$ cat config.mk
export PLATFORM = sky130hd
export DESIGN_NAME = reset_seq_wdt
export DESIGN_NICKNAME = d
export VERILOG_FILES = /design/src/rtl/rst_seq_pkg.sv /design/src/rtl/wdt_window_counter.sv /design/src/rtl/reset_seq_wdt.sv
export SDC_FILE = /design/constraint.sdc
export NUM_CORES = 1
export LEC_CHECK = 0
export BUFFER_PORTS_ARGS = -buffer_cell sky130_fd_sc_hd__buf_2
export CORE_MARGIN = 10
export CORE_UTILIZATION = 25
export CTS_CLUSTER_SIZE = 28
export DETAILED_ROUTE_END_ITERATION = 10
export HOLD_SLACK_MARGIN = 0.1
export SKIP_LAST_GASP = 1
export SLEW_MARGIN = 40
export SYNTH_ARGS = -nofsm -noshare
export SYNTH_HDL_FRONTEND = slang
export SYNTH_HIERARCHICAL = 1
export SYNTH_SLANG_ARGS = --single-unit
$ cat constraint.sdc
create_clock -name clk_sys -period 5.03 [get_ports clk_sys]
set_input_delay 0.503 -clock clk_sys [delete_from_list [all_inputs] [get_ports clk_sys]]
set_output_delay 0.503 -clock clk_sys [all_outputs]
set_load 0.1 [all_outputs]
$ cat src/rtl/rst_seq_pkg.sv
// rst_seq_pkg: shared FSM states, reset-cause bit positions and counter sizing
package rst_seq_pkg;
  typedef enum logic [1:0] {HOLD, RELEASE, RUN, FAULT} state_t;
  localparam int CAUSE_POR = 0;
  localparam int CAUSE_WDT = 1;
  localparam int CAUSE_EARLY = 2;
  localparam int CAUSE_SW = 3;
  function automatic int cnt_width(input int unsigned n);
    return (n < 1) ? 1 : $clog2(n + 1);
  endfunction
endpackage

$ cat src/rtl/wdt_window_counter.sv
// wdt_window_counter: windowed watchdog count with single-cycle early/timeout fault flags
module wdt_window_counter #(
  parameter int W = 24
) (
  input  logic         clk_sys,
  input  logic         rst_sys,
  input  logic         run,
  input  logic         enable,
  input  logic         kick,
  input  logic         window_en,
  input  logic [W-1:0] cfg_timeout,
  input  logic [W-1:0] cfg_window,
  output logic [W-1:0] wdt_count,
  output logic         early_fault,
  output logic         timeout_fault
);
  logic act;
  assign act = run && enable && (cfg_timeout != '0);
  assign early_fault = act && kick && window_en && (wdt_count < cfg_window);
  // >= so that lowering cfg_timeout below the running count faults at once
  assign timeout_fault = act && !kick && (wdt_count >= cfg_timeout - W'(1));
  always_ff @(posedge clk_sys)
    if (rst_sys || !act || kick || timeout_fault) wdt_count <= '0;
    else wdt_count <= (&wdt_count) ? wdt_count : wdt_count + W'(1);
endmodule

$ cat src/rtl/reset_seq_wdt.sv
// reset_seq_wdt: PLL-gated staggered domain reset release with windowed watchdog and sticky cause
module reset_seq_wdt
  import rst_seq_pkg::*;
#(
  parameter int NUM_DOMAINS = 3,
  parameter int STAGE_DELAY = 16,
  parameter int LOCK_FILTER = 32,
  parameter int HOLD_CYCLES = 64,
  parameter int WDT_WIDTH = 24
) (
  input  logic                   clk_sys,
  input  logic                   rst_sys,
  input  logic                   pll_locked,
  input  logic                   sw_rst_req,
  input  logic                   wdt_enable,
  input  logic                   wdt_window_en,
  input  logic                   wdt_kick,
  input  logic [WDT_WIDTH-1:0]   cfg_timeout,
  input  logic [WDT_WIDTH-1:0]   cfg_window,
  input  logic                   cause_clr,
  output logic [NUM_DOMAINS-1:0] rst_dom_n,
  output logic                   seq_done,
  output logic                   wdt_reset,
  output logic [WDT_WIDTH-1:0]   wdt_count,
  output logic [3:0]             rst_cause
);
  localparam int REL_LEN = NUM_DOMAINS * STAGE_DELAY;
  localparam int M1 = (LOCK_FILTER > HOLD_CYCLES) ? LOCK_FILTER : HOLD_CYCLES;
  localparam int CW = cnt_width((M1 > REL_LEN) ? M1 : REL_LEN);
  state_t st, nxt;
  logic [CW-1:0] cnt, cnt_inc, cnt_nx;
  logic [NUM_DOMAINS-1:0] dom_nx;
  logic [3:0] cause_set;
  logic loss, sw, run_ok, early, tmo;
  assign loss = !pll_locked;
  assign sw = sw_rst_req && (st == RELEASE || st == RUN);
  assign run_ok = (st == RUN) && !loss && !sw;
  assign cnt_inc = (&cnt) ? cnt : cnt + CW'(1);
  wdt_window_counter #(.W(WDT_WIDTH)) u_wdt (
    .clk_sys       (clk_sys),
    .rst_sys       (rst_sys),
    .run           (run_ok),
    .enable        (wdt_enable),
    .kick          (wdt_kick),
    .window_en     (wdt_window_en),
    .cfg_timeout   (cfg_timeout),
    .cfg_window    (cfg_window),
    .wdt_count     (wdt_count),
    .early_fault   (early),
    .timeout_fault (tmo)
  );
  always_ff @(posedge clk_sys)
    if (rst_sys) begin
      st        <= HOLD;
      cnt       <= '0;
      rst_dom_n <= '0;
      seq_done  <= 1'b0;
      wdt_reset <= 1'b0;
      rst_cause <= 4'b0001;
    end else begin
      st        <= nxt;
      cnt       <= cnt_nx;
      rst_dom_n <= dom_nx;
      seq_done  <= nxt == RUN;
      wdt_reset <= nxt == FAULT;
      rst_cause <= (cause_clr ? 4'b0 : rst_cause) | cause_set;
    end
  // PLL loss outranks every fault; early/timeout are already masked by run_ok
  always_comb
    nxt = (st != HOLD && loss) ? HOLD :
          (st == HOLD && pll_locked && cnt == CW'(LOCK_FILTER - 1)) ? RELEASE :
          (sw || early || tmo) ? FAULT :
          (st == RELEASE && cnt_inc == CW'(REL_LEN)) ? RUN :
          (st == FAULT && cnt == CW'(HOLD_CYCLES - 1)) ? HOLD : st;
  always_comb begin
    cnt_nx = (nxt != st || st == RUN || (st == HOLD && loss)) ? '0 : cnt_inc;
    cause_set = '0;
    cause_set[CAUSE_POR] = (st != HOLD) && loss;
    cause_set[CAUSE_SW] = sw && !loss;
    cause_set[CAUSE_EARLY] = early;
    cause_set[CAUSE_WDT] = tmo;
  end
  for (genvar k = 0; k < NUM_DOMAINS; k++) begin : g_dom
    assign dom_nx[k] = (nxt == RUN) || (nxt == RELEASE && cnt_nx >= CW'((k + 1) * STAGE_DELAY));
  end
endmodule
[Word level (Yosys, flattened, before mapping)]
Cells that the tools add are included.
Word-level totals
  output and inout port bits: 33
  bits in registers: 42
  bits of input ports: 56
  logic and storage cells: 74
Operators by class
  reductions and logical operators: 40
  equal/unequal tests: 10
  bitwise operators: 1
  order comparisons: 5
  muxes and demuxes: 8
  $add $sub $neg: 3
Operators with widths (count)
  $add A24 B1 Y24 const B: 1
  $ge A24 B24 Y1: 1
  $lt A24 B24 Y1: 1
  $reduce_and A24 Y1: 1
  $reduce_bool A24 Y1: 1
  $sub A24 B1 Y24 const B: 1
  $logic_and A1 B1 Y1: 20
  $eq A7 B6 Y1 const B: 2
  $ge A7 B6 Y1 const B: 2
  $mux W7: 2
  $logic_or A1 B1 Y1: 11
  $mux W2: 5
  $eq A2 B2 Y1 const B: 4
  $add A7 B1 Y7 const B: 1
  $eq A7 B5 Y1 const B: 1
  $ge A7 B5 Y1 const B: 1
  $reduce_and A7 Y1: 1
  $eq A2 B1 Y1 const B: 2
  $logic_not A1 Y1: 4
  $mux W4: 1
  $or A4 B4 Y4: 1
  $logic_not A2 Y1: 1
  $ne A2 B2 Y1: 1
  $reduce_bool A2 Y1: 1

[Longest topological paths before layout]
Gate-level depths: netlist of run 1.
  depth after elaboration: 22
  mapped depth: 21

[Cells and area by module]
The synthesis of run 1 kept the hierarchy.
Modules (own cells, without submodules)
  wdt_window_counter: instances 1, cells an instance 344, area an instance 2731.4 um2
  reset_seq_wdt: instances 1, cells an instance 117, area an instance 987.2 um2

[Worst setup path after synthesis of run 1]
OpenSTA, ideal clock, no wires.
  kind: in2reg
  start point: input port cfg_timeout[2]
  end point: register rst_dom_n[2]
  slack: 364 ps
  stages: 20
  buffers on the path: 0
  arrival time: 4587 ps
  path through: or4_4 -> nor4_4 -> nand2_1 -> nor4_1 -> nand2_1 -> xor2_1 -> ha_1 -> a21o_1 -> a21oi_1 -> nor2b_1 -> a311o_1 -> nor2_1 -> nor2_1 -> a211oi_2 -> o32a_1 -> o211ai_1 -> nor2_1 -> nand4b_1 -> or3_1 -> o211ai_1
On the way
  elaborated cells on any way between the ends: 23
  classes of those cells: add/sub (1); order compare (2); eq/ne (3); mux (4); reduce/logical (13)
RTL lines
  start: declaration: line reset_seq_wdt.sv:18  | input logic [WDT_WIDTH-1:0] cfg_timeout,
  parallel branches: the longest is 3 deep, another holds $sub A24 B1 Y24
  $logic_and A1 B1 Y1 *: line wdt_window_counter.sv:21  | assign timeout_fault = act && !kick && (wdt_count >= cfg_timeout - W'(1));
  named net tmo: line reset_seq_wdt.sv:34  | logic loss, sw, run_ok, early, tmo;
  $logic_or A1 B1 Y1 *: line reset_seq_wdt.sv:72  | (sw || early || tmo) ? FAULT :
  $mux W2 *: line reset_seq_wdt.sv:72
  $mux W2 *: line reset_seq_wdt.sv:71  | (st == HOLD && pll_locked && cnt == CW'(LOCK_FILTER - 1)) ? RELEASE :
  $mux W2 *: line reset_seq_wdt.sv:70  | nxt = (st != HOLD && loss) ? HOLD :
  $ne A2 B2 Y1: line reset_seq_wdt.sv:76  | cnt_nx = (nxt != st || st == RUN || (st == HOLD && loss)) ? '0 : cnt_inc;
  $logic_or A1 B1 Y1 (2 in a row): line reset_seq_wdt.sv:76
  $mux W7: line reset_seq_wdt.sv:76
  $ge A7 B6 Y1: line reset_seq_wdt.sv:84  | assign dom_nx[k] = (nxt == RUN) || (nxt == RELEASE && cnt_nx >= CW'((k + 1) * STAGE_DELAY));
  $logic_and A1 B1 Y1: line reset_seq_wdt.sv:84
  $logic_or A1 B1 Y1 *: line reset_seq_wdt.sv:84
  end signal: assignment: line reset_seq_wdt.sv:63  | rst_dom_n <= dom_nx;
  end: declaration: line reset_seq_wdt.sv:21  | output logic [NUM_DOMAINS-1:0] rst_dom_n,
Mark *: on every way through the listed nets, which the timed path passes.
A chain may end at the register's enable or synchronous reset.

[Worst setup path in the final report of run 1]
Ends and elaborated chain as after synthesis.

==> flow_summary.rst, run 1 <==
.. list-table::
   :header-rows: 1

   * - Metric
     - Value
   * - Result of the run
     - complete, no violations
   * - Largest clock skew in the final design
     - 0.00730 ns
   * - Vias in the first global route
     - 3450
   * - Clock period minus final worst setup slack
     - 4.55 ns
   * - TNS Setup
     - 0 ns
   * - Met2 track demand over resource
     - 16.7%
   * - Area of the core
     - 0.0145 mm²
   * - Post-synthesis sequential element count
     - 42
   * - Number of violations of the max-capacitance limit
     - 0
   * - Placement Rows
     - 44
   * - First-pass GRT wire length
     - 17100 µm
   * - Hpwl dp
     - 8750 µm
   * - Hold Path Class
     - reg2reg
   * - Clock network latency to the later pin of the worst-skew pair
     - 0.28 ns
   * - Ratio of cells with drive above 1 in the final layout
     - 20.4%
   * - Kind of start point of the critical path
     - primary input
   * - GRT met3 Usage
     - 2.47%
   * - Routed vias
     - 3557
   * - Worst slew margin relative to its limit
     - 45.8%
   * - Leak
     - 2.00 nW
   * - Share of the clock period used by the worst path after layout
     - 90.4%
   * - Number of setup violations in the final report
     - 0
   * - Detailed-route DRC error count
     - 0
   * - Peak ir drop on the vdd network
     - 0.109 mV
   * - Global-route layer with the greatest usage
     - met2
   * - First-iteration detailed-routing DRC count
     - 329
   * - Commonest non-fill, non-tap cells in the layout
     - 88 x sky130_fd_sc_hd__buf_2, 55 x sky130_fd_sc_hd__nor2_1, 54 x sky130_fd_sc_hd__ha_1, 42 x sky130_fd_sc_hd__dfxtp_1, 34 x sky130_fd_sc_hd__inv_1
   * - Final core area utilization
     - 31.1%
   * - CTS max path bufs
     - 2
   * - Maximum number of pins on one net before global-route repair
     - 25
   * - Overflow after GRT
     - 0
   * - Clock root buffer
     - sky130_fd_sc_hd__clkbuf_16
   * - Antenna diode count
     - 0
   * - Critical path start-end classification
     - in2reg
   * - Most common library cell in the layout ignoring fill and taps
     - sky130_fd_sc_hd__buf_2
   * - Die Span X
     - 142 µm
   * - Area of the die
     - 0.0202 mm²
   * - Number of buffers inserted during clock tree synthesis
     - 5
   * - Slew Limit Fails
     - 0
   * - Net Count, Synth
     - 571
   * - Routability Congestion
     - 0.817
   * - Biggest area contributors in the synthesized netlist
     - sky130_fd_sc_hd__dfxtp_1 23%, sky130_fd_sc_hd__ha_1 18%, sky130_fd_sc_hd__nor2_1 5.6%, sky130_fd_sc_hd__xor2_1 5.4%, sky130_fd_sc_hd__xnor2_1 4.2%
   * - Maximum fanout along the worst path
     - 5
   * - Synth top area share
     - 22.6%
   * - Effective utilization at floorplan
     - 25.6%
   * - Data arrival time of the critical path
     - 4.75 ns
   * - Antenna-violating nets left
     - 0
   * - Number of detailed-routing iterations run before antenna repair
     - 4
   * - Total number of yosys warnings
     - 6
   * - Buffers on Ports
     - 88
   * - I/O pins
     - 89
   * - Prevailing post-synth register cell
     - sky130_fd_sc_hd__dfxtp_1
   * - Antenna violations before repair
     - 0
   * - H-Tree Level Count
     - 2
   * - Leading area contributor after synthesis
     - sky130_fd_sc_hd__dfxtp_1
   * - Highest achievable clock rate
     - 220 MHz
   * - Async set-reset flop share out of synthesis
     - 0%
   * - PwrDens
     - 230 mW/mm²
   * - Required time of the critical path
     - 5.23 ns
   * - Critical path endpoint category
     - register
   * - Synth Area per Inst
     - 8.07 µm²
   * - Worst Max-Slew Pin Slew
     - 0.813 ns
   * - Detailed-route vias per instance
     - 4.85
   * - Clock sink count
     - 42
   * - Pwr Total
     - 1.04 mW
   * - Area growth from synthesis to layout
     - 21.4%
   * - Drt wl/cell
     - 14.5 µm
   * - CTS tree
     - done
   * - Clock slew at the register clock pins of the worst setup and hold paths
     - 0.06 ns
   * - Register area share after synthesis
     - 22.6%
   * - Final-stage net count
     - 659
   * - Distinct cell type count of the synthesized netlist
     - 58
   * - Hold Violations, Final
     - 0
   * - Final Routed Wirelength
     - 10600 µm
   * - Met1 demand-to-capacity share in global routing
     - 13.3%
   * - Total track usage
     - 10.3%
   * - Number of buffers inserted by hold repair at cts
     - 0
   * - Number of flops mapped to enable cells by yosys
     - 0
   * - Number of instances in the synthesized netlist
     - 461
   * - Overall die height
     - 142 µm
   * - Unrepaired setup endpoints after global routing
     - no
   * - Cell Area, Synth
     - 0.00372 mm²
[flip-flops by register name, indices dropped and copies added (netlist names)]
signal and flops:
u_wdt/wdt_count 24, cnt 7, rst_cause 4, rst_dom_n 3
st 2, seq_done 1, wdt_reset 1
[synthesized netlist by cell type (2+ instances only)]
library cell,number
sky130_fd_sc_hd__o31a_1,2
sky130_fd_sc_hd__nor2_1,55
sky130_fd_sc_hd__o31ai_1,3
sky130_fd_sc_hd__buf_6,2
sky130_fd_sc_hd__a311o_1,2
sky130_fd_sc_hd__o21ai_0,14
sky130_fd_sc_hd__nand3_1,13
sky130_fd_sc_hd__o211ai_1,3
sky130_fd_sc_hd__or3_1,5
sky130_fd_sc_hd__nand2_1,33
sky130_fd_sc_hd__or4_1,4
sky130_fd_sc_hd__nor3_1,18
sky130_fd_sc_hd__xnor2_1,18
sky130_fd_sc_hd__dfxtp_1,42
sky130_fd_sc_hd__o21a_1,2
sky130_fd_sc_hd__a311oi_1,2
sky130_fd_sc_hd__and2_1,3
sky130_fd_sc_hd__nand4b_1,3
sky130_fd_sc_hd__a211o_1,2
sky130_fd_sc_hd__nand2b_1,5
sky130_fd_sc_hd__clkbuf_1,7
sky130_fd_sc_hd__a21oi_1,18
sky130_fd_sc_hd__xor2_1,23
sky130_fd_sc_hd__and3_1,8
sky130_fd_sc_hd__nor2b_1,5
sky130_fd_sc_hd__a211oi_1,10
sky130_fd_sc_hd__and4_1,5
sky130_fd_sc_hd__nor4_1,7
sky130_fd_sc_hd__a21o_1,5
sky130_fd_sc_hd__nand2_2,2
sky130_fd_sc_hd__mux2i_1,3
sky130_fd_sc_hd__nand4_1,18
sky130_fd_sc_hd__ha_1,54
sky130_fd_sc_hd__a31oi_1,4
sky130_fd_sc_hd__inv_1,34
sky130_fd_sc_hd__and4b_1,2
sky130_fd_sc_hd__nor3b_1,2
sky130_fd_sc_hd__nand3_2,2
sky130_fd_sc_hd__a2111oi_0,2
[layer usage]
metal  share of wire, %  vias up  routed length [µm]
met4               0.41        0                  44
met2                 47       66                4960
met1                 49     1625                5220
met5                  0        -                   0
met3                3.8        2                 402
li1                   -     1864                   -
[cell families (layout without fill, tap and decap cells)]
logic type | after synthesis | in the layout | share of synthesized area, %
and+or+nand+nor | 198 | 198 | 28.8
xor gates and xnor gates | 41 | 41 | 9.66
adders and majority gates | 54 | 54 | 18.2
buffers and inverters | 44 | 133 | 4.95
muxes | 3 | 3 | 0.808
DFF | 42 | 42 | 22.6
AOI/OAI and AO/OA | 79 | 79 | 15.0
[area by class of cell]
cell class / instances / area (µm²)
clock buffer: 7 / 143
fill: 1611 / 10000
timing repair buffer: 91 / 463
sequential: 42 / 841
multi-input combinational: 375 / 2700
clock inverter: 1 / 8.76
inverter: 34 / 128
tap: 184 / 230
[critical path, cell delays in order]
cell and delay, ns:
sky130_fd_sc_hd__buf_2 0.13, sky130_fd_sc_hd__or4_4 0.59, sky130_fd_sc_hd__nor4_4 0.22, sky130_fd_sc_hd__nand2_1 0.14, sky130_fd_sc_hd__nor4_2 0.31, sky130_fd_sc_hd__nand2_1 0.11, sky130_fd_sc_hd__xor2_1 0.16, sky130_fd_sc_hd__ha_1 0.29
sky130_fd_sc_hd__a21o_1 0.19, sky130_fd_sc_hd__a21oi_1 0.13, sky130_fd_sc_hd__nor2b_1 0.06, sky130_fd_sc_hd__a311o_1 0.33, sky130_fd_sc_hd__nor2_1 0.11, sky130_fd_sc_hd__nor2_1 0.08, sky130_fd_sc_hd__a211oi_2 0.30, sky130_fd_sc_hd__nand2_1 0.13
sky130_fd_sc_hd__nor3_1 0.13, sky130_fd_sc_hd__o21ai_0 0.10, sky130_fd_sc_hd__nand4b_1 0.26, sky130_fd_sc_hd__or3_1 0.39, sky130_fd_sc_hd__o211ai_1 0.09
[final timing paths]
path | cells after the start | end | slack (ns) | startpoint
worst max-delay path | 21 | rst_dom_n[2]$_SDFF_PP0_ | 0.48 | cfg_timeout[2]
worst min register to register | 2 | rst_cause[0]$_SDFF_PP1_ | 0.47 | rst_cause[0]$_SDFF_PP1_
worst max register to register | 14 | rst_dom_n[2]$_SDFF_PP0_ | 1.54 | u_wdt/wdt_count[5]$_SDFFE_PP0N_
worst min-delay path | 2 | rst_cause[0]$_SDFF_PP1_ | 0.47 | rst_cause[0]$_SDFF_PP1_
[where the power goes]
| group | switching (mW) | total [mW] | internal, mW |
|---|---|---|---|
| Combinational | 0.219 | 0.322 | 0.104 |
| Sequential | 0.0254 | 0.383 | 0.357 |
| Clock | 0.135 | 0.335 | 0.200 |
[timing repair]
| action | in CTS | in global routing |
|---|---|---|
| resized for setup | 0 | 1 |
| setup buffers | 0 | 0 |
| endpoints found under the setup margin | 0 | 3 |
[per-stage QoR]
step	area (µm²)	hold slack, ns	setup WS, ns	std cells
CTS	4510	0.477	0.364	734
floorplan	3720	0.530	0.364	461
global placement	4360	0.455	0.159	726
global route	4520	0.520	0.00964	734
finish	4520	0.472	0.484	734
detailed placement	4360	0.462	0.0713	726
Power figures use the tool's default switching activity.
==> run 2, diff against run 1 <==
--- a/config.mk
+++ b/config.mk
@@ -15,5 +15,4 @@
 export SLEW_MARGIN = 40
 export SYNTH_ARGS = -nofsm -noshare
 export SYNTH_HDL_FRONTEND = slang
-export SYNTH_HIERARCHICAL = 1
 export SYNTH_SLANG_ARGS = --single-unit
==> run 2 against run 1 <==
  * Clock skew hardly changed
  * Critical path depth shrank 6
  * Critical path type unchanged
  * Largest cell class unchanged
  * Wire length down 1.4%
==> flow_summary.rst, run 2 <==
.. list-table::
   :header-rows: 1

   * - Metric
     - Value
   * - Pwr Total
     - 0.996 mW
   * - Highest achievable clock rate
     - 234 MHz
   * - Peak ir drop on the vdd network
     - 0.125 mV
   * - Clock network latency to the later pin of the worst-skew pair
     - 0.28 ns
   * - Number of violations of the max-capacitance limit
     - 0
   * - Final-stage net count
     - 634
   * - Ratio of cells with drive above 1 in the final layout
     - 20.6%
   * - First-pass GRT wire length
     - 17300 µm
   * - Place WS
     - 0.396 ns
   * - Total track usage
     - 10.4%
   * - Crit path cell chain
     - buf_2, nor3_1, and3_1, nand3b_1, nor3_1, nand2b_1, nor4_1, xnor2_1, ha_1, nand2_1, nor3_1, a221o_1, a221o_1, or3b_2, nor3_1
   * - Maximum fanout along the worst path
     - 24
   * - Area of the die
     - 0.0196 mm²
   * - Combined buffer and inverter count along the critical path
     - 1
   * - Clock period minus final worst setup slack
     - 4.28 ns
   * - Critical path endpoint category
     - register
   * - Leak
     - 2.00 nW
   * - Area of the core
     - 0.0140 mm²
   * - Setup slack after layout
     - 0.751 ns
   * - Count of instances resized after the clock tree is built
     - 0
   * - Leading area contributor after synthesis
     - sky130_fd_sc_hd__dfxtp_1
   * - Hpwl dp
     - 8890 µm
   * - Detailed-route DRC error count
     - 0
   * - CTS tree
     - done
   * - Overflow after GRT
     - 0
   * - Antenna diode count
     - 0
   * - Largest reg by FF count
     - u_wdt.wdt_count
   * - Clock sink count
     - 42
   * - Hold Violations, Final
     - 0
   * - Distinct cell type count of the synthesized netlist
     - 59
   * - Maximum number of pins on one net before global-route repair
     - 25
   * - Number of instances in the synthesized netlist
     - 435
   * - Worst slew margin relative to its limit
     - 57.4%
   * - Routability Congestion
     - 0.902
   * - Prevailing post-synth register cell
     - sky130_fd_sc_hd__dfxtp_1
   * - TNS Setup
     - 0 ns
   * - Synth Area per Inst
     - 8.27 µm²
   * - Share of the clock period used by the worst path after layout
     - 85.1%
   * - Slew Limit Fails
     - 0
   * - Data arrival time of the critical path
     - 4.48 ns
   * - Vias in the first global route
     - 3479
   * - Inst Count DP
     - 697
   * - Post-synthesis sequential element count
     - 42
   * - Clock root buffer
     - sky130_fd_sc_hd__clkbuf_16
   * - H-Tree Level Count
     - 2
   * - Overall die height
     - 140 µm
   * - Register area share after synthesis
     - 23.4%
   * - Number of detailed-routing iterations run before antenna repair
     - 5
   * - Number of flops mapped to enable cells by yosys
     - 0
   * - Minimum setup slack among reg-to-reg paths
     - 2.07 ns
   * - Antenna violations before repair
     - 0
   * - Detailed-route vias per instance
     - 4.90
   * - Number of setup violations in the final report
     - 0
   * - Largest registers
     - u_wdt.wdt_count x24, cnt x7, rst_cause x4
   * - Total number of yosys warnings
     - 0
   * - Final Routed Wirelength
     - 10500 µm
   * - Setup Buffers After CTS
     - 0
   * - Max FFs per register
     - 24
   * - Largest clock skew in the final design
     - 0.00687 ns
   * - Commonest non-fill, non-tap cells in the layout
     - 88 x sky130_fd_sc_hd__buf_2, 54 x sky130_fd_sc_hd__ha_1, 48 x sky130_fd_sc_hd__nor2_1, 42 x sky130_fd_sc_hd__dfxtp_1, 35 x sky130_fd_sc_hd__inv_1
   * - Kind of start point of the critical path
     - primary input
   * - I/O pins
     - 89
   * - Cell Area, Synth
     - 0.00360 mm²
   * - Drt wl/cell
     - 14.9 µm
   * - Routed vias
     - 3456
   * - Buffers on Ports
     - 88
   * - Required time of the critical path
     - 5.23 ns
   * - Effective utilization at floorplan
     - 25.7%
   * - Final core area utilization
     - 31.5%
   * - Synth top area share
     - 23.4%
   * - Clock slew at the register clock pins of the worst setup and hold paths
     - 0.06 ns
   * - Area growth from synthesis to layout
     - 22.3%
   * - Critical path's most frequent cell
     - sky130_fd_sc_hd__nor3_1
   * - Cell with the most instances after synthesis
     - sky130_fd_sc_hd__ha_1
   * - Critical path start-end classification
     - in2reg
   * - Unrepaired setup endpoints after global routing
     - no
   * - Placement Rows
     - 43
   * - First-iteration detailed-routing DRC count
     - 214
   * - Kind of cell adding the most delay to the critical path
     - simple AND/OR/NAND/NOR gates
   * - Number of buffers inserted during clock tree synthesis
     - 5
   * - Net Count, Synth
     - 545
   * - Biggest cell delay along the critical path
     - 0.71 ns
   * - PwrDens
     - 226 mW/mm²
   * - Most common library cell in the layout ignoring fill and taps
     - sky130_fd_sc_hd__buf_2
   * - Hold Path Class
     - in2reg
   * - Async set-reset flop share out of synthesis
     - 0%
   * - Fin cells
     - 705
   * - Die Span X
     - 140 µm
   * - Worst Max-Slew Pin Slew
     - 0.633 ns
   * - Biggest area contributors in the synthesized netlist
     - sky130_fd_sc_hd__dfxtp_1 23%, sky130_fd_sc_hd__ha_1 19%, sky130_fd_sc_hd__xnor2_1 7.3%, sky130_fd_sc_hd__nor2_1 5.0%, sky130_fd_sc_hd__a21oi_1 3.9%
   * - Result of the run
     - complete, no violations
   * - CTS max path bufs
     - 2
   * - Antenna-violating nets left
     - 0
   * - Cell types with the highest counts after synthesis
     - 54 x sky130_fd_sc_hd__ha_1, 48 x sky130_fd_sc_hd__nor2_1, 42 x sky130_fd_sc_hd__dfxtp_1
   * - Number of buffers inserted by hold repair at cts
     - 0
   * - Crit-path slowest cell
     - sky130_fd_sc_hd__or3b_2
==> run 2: cell types whose count changed in the layout (fill, tap and decap cells not counted), moves of 3 or more <==
cell | before | now
sky130_fd_sc_hd__a211oi_1 | 10 | 2
sky130_fd_sc_hd__a21oi_1 | 18 | 28
sky130_fd_sc_hd__a31oi_1 | 4 | 1
sky130_fd_sc_hd__buf_4 | 3 | 0
sky130_fd_sc_hd__nand2_1 | 33 | 20
sky130_fd_sc_hd__nand3_1 | 13 | 17
sky130_fd_sc_hd__nand4_1 | 18 | 8
sky130_fd_sc_hd__nor2_1 | 55 | 48
sky130_fd_sc_hd__o21a_1 | 2 | 5
sky130_fd_sc_hd__xnor2_1 | 18 | 30
sky130_fd_sc_hd__xor2_1 | 23 | 15
==> run 2: per-stage QoR <==
| step | instance area (µm²) | hold slack, ns |
|---|---|---|
| after floorplan | 3600 | 0.503 |
| after global placement | 4230 | 0.441 |
| after detailed placement | 4230 | 0.454 |
| after CTS | 4400 | 0.430 |
| after global routing | 4400 | 0.455 |
| final | 4400 | 0.432 |
==> run 2: path summary, 6_finish.rpt <==
check | endpoint | cells after the start | from
hold / removal | rst_cause[0]$_SDFF_PP1_ | 2 | cause_clr
setup reg to reg | u_wdt.wdt_count[6]$_SDFFE_PP0N_ | 7 | u_wdt.wdt_count[11]$_SDFFE_PP0N_
hold reg to reg | rst_cause[0]$_SDFF_PP1_ | 2 | rst_cause[0]$_SDFF_PP1_
setup / recovery | u_wdt.wdt_count[6]$_SDFFE_PP0N_ | 15 | cfg_timeout[3]
==> run 2: final cells by class <==
type,instances,area (µm²)
Inverter,35,131
Tap cell,180,225
Timing Repair Buffer,88,440
Multi-Input combinational cell,352,2600
Clock buffer,6,129
Clock inverter,2,37.5
Sequential cell,42,841
Fill cell,1482,9590
==> run 2: logic make-up after synthesis <==
group	Yosys count	synth area share, %
AOI/OAI and AO/OA	78	14.9
xor gates and xnor gates	45	11.0
adders and majority gates	54	18.8
buffers and inverters	41	4.49
DFF	42	23.4
muxes	2	0.556
and+or+nand+nor	173	26.9
==> run 2: power by group <==
part / internal, mW / switching (mW)
Sequential: 0.352 / 0.0159
Combinational: 0.0918 / 0.175
Clock: 0.234 / 0.127
==> run 2: routing by layer <==
metal	vias up	global-route usage, %	part of all wire [%]
met1	1592	13.5	48
met5	-	0	0
li1	1759	-	-
met3	6	2.87	6.0
met2	99	16.7	45
met4	0	2.45	0.95
